$ cat config.mk
export PLATFORM = sky130hd
export DESIGN_NAME = delta_sigma_adc
export DESIGN_NICKNAME = d
export VERILOG_FILES = /design/src/rtl/delta_sigma_adc_pkg.sv /design/src/rtl/delta_sigma_adc_sdm_integrator.sv /design/src/rtl/delta_sigma_adc.sv
export SDC_FILE = /design/constraint.sdc
export NUM_CORES = 1
export LEC_CHECK = 0
export BUFFER_PORTS_ARGS = -buffer_cell sky130_fd_sc_hd__buf_2
export CORE_MARGIN = 1.5
export CORE_UTILIZATION = 40
export CTS_BUF_LIST = sky130_fd_sc_hd__clkbuf_2
export CTS_CLUSTER_SIZE = 20
export DETAILED_ROUTE_END_ITERATION = 7
export PLACE_DENSITY_LB_ADDON = 0.08
export SYNTH_ARGS = -nofsm -noshare
export SYNTH_HDL_FRONTEND = slang
export SYNTH_HIERARCHICAL = 1
export SYNTH_SLANG_ARGS = --single-unit
$ cat constraint.sdc
create_clock -name clk -period 4 [get_ports clk]
set_input_delay 0.6 -clock clk [delete_from_list [all_inputs] [get_ports clk]]
set_output_delay 0.6 -clock clk [all_outputs]
set_load 0.02 [all_outputs]
$ cat src/rtl/delta_sigma_adc_pkg.sv
// delta_sigma_adc_pkg: shared constants and arithmetic helpers
// for the pulse-density modulator and its integrators.
package delta_sigma_adc_pkg;

    localparam int ORDER_FIRST  = 1;
    localparam int ORDER_SECOND = 2;
    localparam int W_MIN        = 4;
    localparam int W_MAX        = 32;

    // Full-scale magnitude 2^(w-1) of a w-bit signed quantity.
    function automatic logic signed [63:0] fs_w(input int w);
        return 64'sd1 <<< (w - 1);
    endfunction

    // Two's complement to offset binary: flip bit w-1.
    function automatic logic [31:0] offset_bin(
        input logic [31:0] x,
        input int          w
    );
        return x ^ (32'd1 << (w - 1));
    endfunction

    // a + b clamped to the range of a w-bit signed register.
    // Widths up to 62 bits are safe in the 64-bit working value.
    function automatic logic signed [63:0] sat_add(
        input logic signed [63:0] a,
        input logic signed [63:0] b,
        input int                 w
    );
        logic signed [63:0] s;
        logic signed [63:0] hi;
        logic signed [63:0] lo;
        hi = fs_w(w) - 64'sd1;
        lo = -fs_w(w);
        s  = a + b;
        if (s > hi) begin
            return hi;
        end
        if (s < lo) begin
            return lo;
        end
        return s;
    endfunction

endpackage

$ cat src/rtl/delta_sigma_adc_sdm_integrator.sv
// sdm_integrator: saturating signed accumulator, WD bits wide.
// Exposes both the held state and the value it loads next edge.
module sdm_integrator #(
    parameter int WD = 18
) (
    input  logic                 clk,
    input  logic                 rst_n,
    input  logic signed [WD-1:0] i_inc,
    output logic signed [WD-1:0] o_acc,
    output logic signed [WD-1:0] o_nxt
);
    import delta_sigma_adc_pkg::*;

    logic signed [WD-1:0] r_acc;

    assign o_nxt = WD'(sat_add(64'(r_acc), 64'(i_inc), WD));
    assign o_acc = r_acc;

    // Integrate with clamping so the loop never wraps.
    always_ff @(posedge clk or negedge rst_n) begin
        if (!rst_n) begin
            r_acc <= '0;
        end else begin
            r_acc <= o_nxt;
        end
    end

endmodule

$ cat src/rtl/delta_sigma_adc.sv
// delta_sigma_adc: 1-bit pulse-density modulator for a signed
// sample stream; first-order (exact) or second-order CIFB loop.
module delta_sigma_adc #(
    parameter int W     = 16,
    parameter int ORDER = 1
) (
    input  logic                clk,
    input  logic                rst_n,
    input  logic signed [W-1:0] din,
    output logic                dout
);
    import delta_sigma_adc_pkg::*;

    logic w_q;
    logic r_dout;

    if (W < W_MIN || W > W_MAX) begin : g_bad_w
        $error("delta_sigma_adc: W must lie in 4..32");
    end

    if (ORDER == ORDER_FIRST) begin : g_o1
        logic [W-1:0] w_u;
        logic [W-1:0] r_acc;
        logic [W:0]   w_sum;

        assign w_u   = W'(offset_bin(32'(din), W));
        assign w_sum = {1'b0, r_acc} + {1'b0, w_u};
        assign w_q   = w_sum[W];

        // Phase accumulator; its carry out is the next pulse.
        always_ff @(posedge clk or negedge rst_n) begin
            if (!rst_n) begin
                r_acc <= '0;
            end else begin
                r_acc <= w_sum[W-1:0];
            end
        end

    end else if (ORDER == ORDER_SECOND) begin : g_o2
        localparam int W1 = W + 2;
        localparam int W2 = W + 4;
        localparam logic signed [63:0] FS = fs_w(W);

        logic signed [W1-1:0] w_v1;
        logic signed [W1-1:0] w_inc1;
        logic signed [W1-1:0] w_i1;
        logic signed [W1-1:0] w_i1_nxt;
        logic signed [W2-1:0] w_v2;
        logic signed [W2-1:0] w_inc2;
        logic signed [W2-1:0] w_i2;
        logic signed [W2-1:0] w_i2_nxt;
        logic                 w_unused;

        // Feedback DAC level follows the bit already on dout.
        assign w_v1   = r_dout ? W1'(FS) : -W1'(FS);
        assign w_v2   = r_dout ? W2'(FS) : -W2'(FS);
        assign w_inc1 = W1'(din) - w_v1;
        assign w_inc2 = W2'(w_i1) - w_v2;

        sdm_integrator #(
            .WD(W1)
        ) u_i1 (
            .clk   (clk),
            .rst_n (rst_n),
            .i_inc (w_inc1),
            .o_acc (w_i1),
            .o_nxt (w_i1_nxt)
        );

        sdm_integrator #(
            .WD(W2)
        ) u_i2 (
            .clk   (clk),
            .rst_n (rst_n),
            .i_inc (w_inc2),
            .o_acc (w_i2),
            .o_nxt (w_i2_nxt)
        );

        // Quantiser: 1 when the second integrator lands >= 0.
        assign w_q      = ~w_i2_nxt[W2-1];
        assign w_unused = ^{w_i1_nxt, w_i2};

    end else begin : g_bad_order
        assign w_q = 1'b0;
        $error("delta_sigma_adc: ORDER must be 1 or 2");
    end

    // Output bit register; cleared at once by reset.
    always_ff @(posedge clk or negedge rst_n) begin
        if (!rst_n) begin
            r_dout <= 1'b0;
        end else begin
            r_dout <= w_q;
        end
    end

    assign dout = r_dout;

endmodule

Word level (Yosys, flattened, before mapping)

Index checks and enable logic that the tools add are counted.
Widths: inputs -> output; s select.

$add $sub $neg: 1
Bitwise logic cells: 1

Operators by type and width:

| kind           | number |
|---|---|
| $add 16x16->17 | 1 |
| $not 1->1      | 1 |

Flip-flop bits (word level): 17
Output and inout bits: 1
Word-level logic and storage cells: 4

Logic depth before layout (Yosys ltp)

Gate-level depths: netlist of the first run.

Word-level depth: 2
Depth in mapped cells: 7
Gate-level depth less buffers: 7

Worst setup path after synthesis of the first run

Ideal clock, no wire load.

Path kind: input -> register
Start: input port din[0]
End: register g_o1.r_acc[10]
Arrival: 2353 ps
Required time: 3880 ps
Slack: 1528 ps
Stages: 7
Path buffers: 0
Cells stage by stage: ha_1 fa_1 a21o_1 a221oi_2 o21bai_2 or4_1 and3_1

Word-level cells in the longest chain between the ends: 1

Ends and longest elaborated chain:

| what                     | line                  | text |
|---|---|---|
| start: declaration       | delta_sigma_adc.sv:9  | `input logic signed [W-1:0] din,` |
| $add 16x16->17           | delta_sigma_adc.sv:27 | `assign w_sum = {1'b0, r_acc} + {1'b0, w_u};` |
| named net g_o1.w_sum[10] | delta_sigma_adc.sv:24 | `logic [W:0] w_sum;` |
| end signal: assignment   | delta_sigma_adc.sv:35 | `r_acc <= w_sum[W-1:0];` |
| end: declaration         | delta_sigma_adc.sv:23 | `logic [W-1:0] r_acc;` |

The timed path passes the listed nets, and every way through them passes these cells.

Worst setup path in the final report of the first run

Start: register g_o1.r_acc[0]
End: register g_o1.r_acc[10]

Word-level cells in the longest chain between the ends: 1

Ends and longest elaborated chain:

| what                     | line |
|---|---|
| $add 16x16->17           | delta_sigma_adc.sv:27 |
| named net g_o1.w_sum[10] | delta_sigma_adc.sv:24 |

The timed path passes the listed nets, and every way through them passes these cells.

==> key figures, run 1 <==
STA
  • Period utilisation layout: 0.5888
  • F_max: 424.6 MHz
  • Final setup viols: 0
  • TNS Setup: 0 ns
  • Tightest Pin Transition: 0.5456 ns
  • Slew margin rel.: 0.6346
  • Fin Clk Skew: between 0.009 and 0.01 ns
  • Final count of hold timing violations: 0
  • Crit path time final: about 2.4 ns
  • Slew Viols, Final: 0
  • RSZ-0062 raised after global routing: no
  • Setup ws final: approximately 1.6 ns

Setup path
  • CP max FO: 3
  • Setup crit end kind: flip-flop
  • Worst R2R Path Depth: 7
  • Critical Path RT: between 4 and 5 ns
  • Arr. time, crit path: approximately 2.6 ns
  • WS Path Type: flip-flop to flip-flop
  • Critical Path Source Type: flip-flop

Synthesis
  • Avg Inst Size Synth: 9.853 µm²
  • Mapped Cells: around 130
  • Synth warn: 6
  • Synth cell types: 39
  • Register area share after synthesis: 0.3373
  • Synthesized flop and latch total: 17
  • Synthesized area: 1261 µm²
  • Post-Syn Nets: between 150 and 200

Detailed routing
  • Initial DRC Count: 29
  • Drt pass-1 iters: 4
  • DRT antenna net count: 0
  • Avg WL per Cell: 13.80 µm
  • Vias post-DR: about 1000
  • Met1 WL: 1251 µm
  • Total wire length: about 2600 µm
  • Highest Signal Layer: met4
  • Via density: approximately 5.4
  • Metal2 WL: between 1000 and 1500 µm
  • Remaining DRCs: 0
  • Metal3 WL: around 100 µm

Cells and area
  • Layout cells sized above 1: 0.1690
  • Final Util: 0.4591
  • Fin area: about 1400 µm²
  • Fin nets: 178
  • Ant diodes: 0
  • Synth-to-layout area growth: 10.22%

Pwr
  • Leak Pwr: 0.6797 nW
  • Overall Power: roughly 0.0011 W
  • PwrDens: 810.9 nW/µm²
  • Worst-case vdd ir drop: between 0.2 and 0.3 mV

Status
  • Status: finished, final reports clean

Run
  • # Max-Cap Violations: 0

Floorplan
  • Io pins: 19
  • Die width: 59.15 µm
  • Cell row count: 20
  • Die area: 3499 µm²
  • Die Height: roughly 59 µm
  • Initial Util: 0.4165
  • Core Area: a little over 3000 µm²

Clock tree
  • Hold-fix buffers, CTS: 0
  • CTS tree: done
  • Sink Count: 17
  • Worst skew pair latency: 0.32 ns
  • Post-CTS resize count: 0
  • Clk slew on worst S/H paths: approximately 0.19 ns
  • Clock Tree Buf Depth: 2
  • H-tree Lvls: 1
  • CTS buffer count: 3
  • Clock Tree Root: clkbuf_2
  • Setup bufs post-CTS: 0

Global routing
  • Vias in the first global route: 955
  • Initial antenna violation count: 0
  • Largest net degree at the start of global routing: 18
  • GRT overflow: 0
  • Global-route wire length before repair: 4188 µm
  • Global router's overall resource usage: 0.1619

Placement
  • Port buffer count: 18
  • DP HPWL: a little under 2000 µm
  • Post-DP Area: between 1000 and 1500 µm²
  • Place WS: 1.313 ns
  • GPL Wtd Cong: ~0.75

Worst hold path
  • Hold Path Class: input pin to async pin
area by class of cell:
| class | count | area [µm²] |
|---|---|---|
| Tap cell | 44 | 55.05 |
| Inverter | 5 | 18.77 |
| Sequential cell | 17 | 425.4 |
| Clock buffer | 3 | 15.01 |
| Timing Repair Buffer | 18 | 90.09 |
| Clock inverter | 1 | 5.005 |
| Fill cell | 303 | 1638 |
| Multi-Input combinational cell | 98 | 780.7 |
routing by layer:
| layer | vias up | track usage |
|---|---|---|
| met1 | 465 | 0.2153 |
| li1 | 515 | - |
| met2 | 28 | 0.2603 |
| met4 | 0 | 0.06818 |
| met3 | 5 | 0.02620 |
| met5 | - | 0 |
cell families after synthesis:
logic type,Yosys count,share of synthesized area
AOI/OAI and AO/OA,43,0.2530
xor gates and xnor gates,10,0.06944
adders and majority gates,17,0.1746
buffers and inverters,13,0.04365
DFF,17,0.3373
and+or+nand+nor,28,0.1220
cell usage after synthesis, drive strengths merged:
cell,count,share of area
dfrtp,17,0.34
ha,16,0.16
a21o,9,0.054
a21oi,7,0.028
xnor2,6,0.042
and3,5,0.025
buf,5,0.020
inv,5,0.015
o21ai,5,0.020
a211oi,4,0.024
nand2,4,0.012
xor2,4,0.028
clkbuf,3,0.0089
nand3,3,0.012
nand4,3,0.015
nor2,3,0.0089
nor3,3,0.012
o211ai,3,0.018
a221oi,2,0.019
nor2b,2,0.0099
o21bai,2,0.015
o311ai,2,0.014
a2111oi,1,0.0069
a211o,1,0.0069
a311oi,1,0.0069
a31oi,1,0.0050
a41oi,1,0.0069
and2,1,0.0050
and4,1,0.0069
fa,1,0.016
nand2b,1,0.0050
nor4,1,0.0050
o211a,1,0.0079
o221ai,1,0.0069
o311a,1,0.0079
o41ai,1,0.0069
or4,1,0.0060
flip-flops by register name, summed over array words and instances (netlist names):
register    cells
g_o1.r_acc     16
dout            1
cells in the final DEF, fill, tap and decap left out, types with 2 or more instances in the layout:
cell type	count
nand2_1	4
o21ai_0	5
nor2_1	3
xnor2_1	6
a21oi_1	7
nor3_1	3
buf_2	18
nor2b_1	2
ha_1	16
dfrtp_1	17
clkbuf_2	3
xor2_1	4
a211oi_1	4
inv_1	5
o211ai_1	3
nand4_1	3
nand3_1	3
and3_1	5
o311ai_0	2
a21o_1	9
where the power goes:
group	internal, W	switching (W)	leakage [nW]
clock	0.0000227	0.0000635	0.0164
sequential	0.000269	0.0000289	0.198
combinational	0.000327	0.000417	0.465
total	0.000618	0.000509	0.680
per-stage QoR:
stage	hold WS [ns]	instances
after global placement	0.4553	182
final	0.1638	186
after floorplan	0.3044	128
after CTS	0.1792	186
after global routing	0.1515	186
after detailed placement	0.4613	182
critical path: stages (launching register included):
cell	delay, ns
dfrtp_1	0.41
ha_1	0.22
fa_1	0.41
a21o_1	0.22
a221oi_2	0.33
o21bai_2	0.10
or4_1	0.39
and3_1	0.18
path summary, 6_finish.rpt:
check | start | to | slack [ns]
setup / recovery | g_o1.r_acc[0] | g_o1.r_acc[10] | 1.64
hold / removal | rst_n | g_o1.r_acc[1] | 0.16
setup reg to reg | g_o1.r_acc[0] | g_o1.r_acc[10] | 1.64
hold reg to reg | g_o1.r_acc[0] | g_o1.r_acc[0] | 0.50
max in group asynchronous | rst_n | g_o1.r_acc[8] | 3.54
min in group clk | din[0] | g_o1.r_acc[0] | 0.48
Power figures use the tool's default switching activity.
==> run 2: changes to the inputs <==
==> constraint.sdc (replaced) <==
create_clock -name clk -period 2.2 [get_ports clk]
set_input_delay 0.33 -clock clk [delete_from_list [all_inputs] [get_ports clk]]
set_output_delay 0.33 -clock clk [all_outputs]
set_load 0.02 [all_outputs]
==> run 2 against run 1 <==
Effect of this change:
- combinational power is 100% higher
- sequential power is 83% higher
- non-clock buffer count up 11
- utilization grew 3.3 points
- via count grew 4.7%
- worst setup slack worse by 1.6 ns
- flip-flop and latch count did not move
- critical path depth fell by 1
- critical path type unchanged
- largest cell class unchanged
- highest routed layer unchanged
==> key figures, run 2 (synthesis results as in run 1) <==
Setup path
  • Arr. time, crit path: 2.40 ns
  • WS Path Type: flip-flop to flip-flop
  • Critical path's largest stage delay: approximately 0.42 ns
  • CP delay by family, top: compound AO/OA/AOI/OAI gates
  • Critical Path RT: ~2.4 ns
  • Register-to-register setup slack: 0.01 ns
  • Buf/Inv on CP: 0
  • RR Startpoint: g_o1.r_acc[0]
  • Worst R2R Path Depth: 6
  • CP max FO: 3
  • R2R Path End: g_o1.r_acc[14]
  • Crit-path cells: ha_2 > fa_2 > a21o_1 > a221oi_4 > o21ai_0 > o311ai_0
  • Critical Path Source Type: flip-flop
  • Setup crit end kind: flip-flop
  • Max stage delay cell, worst path: o311ai_0

STA
  • TNS Setup: 0 ns
  • Tightest Pin Transition: around 0.43 ns
  • Final count of hold timing violations: 0
  • Min Hold Slack: 0.2602 ns
  • Fin Clk Skew: around 0.0079 ns
  • F_max: around 460 MHz
  • RSZ-0062 raised after global routing: yes
  • Crit path time final: roughly 2.2 ns
  • Final setup viols: 0
  • Slew Viols, Final: 0
  • Period utilisation layout: 0.9952
  • Slew margin rel.: 0.7163

Clock tree
  • Clk slew on worst S/H paths: roughly 0.18 ns
  • CTS tree: done
  • Setup bufs post-CTS: 0
  • CTS buffer count: 3
  • Clock Tree Buf Depth: 2
  • Worst skew pair latency: 0.32 ns
  • Sink Count: 17
  • Clock Tree Root: clkbuf_2
  • H-tree Lvls: 1

Run
  • # Max-Cap Violations: 0

Floorplan
  • Io pins: 19
  • Die Height: 59.15 µm
  • Core Area: around 3000 µm²
  • Die area: 3499 µm²
  • Cell row count: 20
  • Initial Util: 0.4165
  • Die width: 59.15 µm

Cells and area
  • Commonest non-fill, non-tap cell in the layout: buf_2
  • Synth-to-layout area growth: 18.25%
  • Ant diodes: 0
  • Largest register FFs: 16
  • Largest Register: g_o1.r_acc
  • Most frequent cells in the layout: 18 x buf_2, 17 x dfrtp_1, 15 x ha_1
  • Layout cells sized above 1: 0.2353
  • Fin nets: around 190
  • Final instance count without filler cells: 197

Pwr
  • Net Switching: between 0.0009 and 0.001 W
  • Leak Pwr: roughly 0.73 nW
  • Switching share of power: 0.4373
  • Clock network fraction of total power: 0.068
  • Combinational Power Share: 0.687
  • Int Pwr: 0.001247 W
  • Worst-case vdd ir drop: roughly 0.56 mV
  • Sequential Power Share: 0.245
  • PwrDens: around 1500 nW/µm²

Detailed routing
  • DRT antenna net count: 0
  • Vias post-DR: between 1000 and 1500
  • Initial DRC Count: 28
  • Drt pass-1 iters: 4
  • Remaining DRCs: 0
  • Total wire length: between 2000 and 3000 µm
  • Avg WL per Cell: 13.56 µm
  • Via density: between 5 and 6

Worst hold path
  • Worst hold path depth: 2
  • Worst Min Path Start: din[0]
  • Hold Path Class: input pin to flip-flop
  • WHS Endpoint: g_o1.r_acc[0]

Global routing
  • Vias in the first global route: 981
  • Global-route wire length before repair: 4243 µm
  • GRT overflow: 0
  • Largest net degree at the start of global routing: 18
  • Initial antenna violation count: 0
  • Global router's overall resource usage: 0.1661

Placement
  • Post-Place Cells: 192
  • GPL Wtd Cong: 0.8025
  • DP HPWL: 2031 µm
  • Port buffer count: 18

Status
  • Status: finished, final reports clean
[run 2: changes by cell type in the layout (fill, tap and decap cells not counted), sizes merged]
cell	previous run	this run
buf	18	28
dlygate4sd3	0	1
[run 2: how the worst max path moves through the flow]
stage / start / end / slack (ns) / depth (start not counted)
after floorplan: g_o1.r_acc[0] / g_o1.r_acc[10] / 0.03 / 7
after CTS: g_o1.r_acc[0] / g_o1.r_acc[10] / 0.01 / 7
after global routing: g_o1.r_acc[0] / g_o1.r_acc[10] / -0.05 / 7
after global placement: din[0] / g_o1.r_acc[10] / -0.10 / 8
final: g_o1.r_acc[0] / g_o1.r_acc[14] / 0.01 / 6
after detailed placement: din[0] / g_o1.r_acc[10] / -0.14 / 8
[run 2: area by class of cell]
class	instances	area (µm²)
Clock buffer	3	15.01
Timing Repair Buffer	29	175.2
Sequential cell	17	425.4
Clock inverter	1	5.005
Tap cell	44	55.05
Inverter	5	18.77
Fill cell	293	1536
Multi-Input combinational cell	98	797.0
[run 2: timing repair]
item,in CTS,in global routing
hold endpoints to repair,17,0
setup endpoints to repair,4,4
cloned,0,0
pin swaps,2,0
resized for setup,1,1
hold buffers,1,0
[run 2: routing by layer]
layer,track usage,part of all wire,vias up
li1,-,-,541
met1,0.2077,0.50,489
met2,0.2698,0.45,25
met3,0.01965,0.026,6
met4,0.1071,0.029,0
met5,0,0,-
[run 2: worst reg2reg max path, delay by kind of cell, from the launching register on]
family / cells / cell delay [ns]
adder cells (fa/ha/maj): 2 / 0.53
AO/OA/AOI/OAI: 4 / 1.16
flip-flops: 1 / 0.41
[run 2: power groups by stage]
stage                     Combinational, W  Sequential (W)  Clock (W)
final                              0.00152        0.000544   0.000151
after global placement             0.00146        0.000548          0
after detailed placement           0.00148        0.000556          0
after floorplan                    0.00110        0.000550          0
after global routing               0.00170        0.000561   0.000168
after CTS                          0.00152        0.000546   0.000160
[run 2: stage by stage]
step           instance area [µm²]  setup slack (ns)  utilization  power (W)
2_1_floorplan                 1264           0.02866            -   0.001646
6_report                      1491           0.01055       0.4926   0.002216
3_3_place_gp                  1448           -0.1002       0.4781   0.002007
4_1_cts                       1489           0.01428       0.4917   0.002227
3_5_place_dp                  1448           -0.1361       0.4781   0.002037
5_1_grt                       1491          -0.05288       0.4926   0.002427
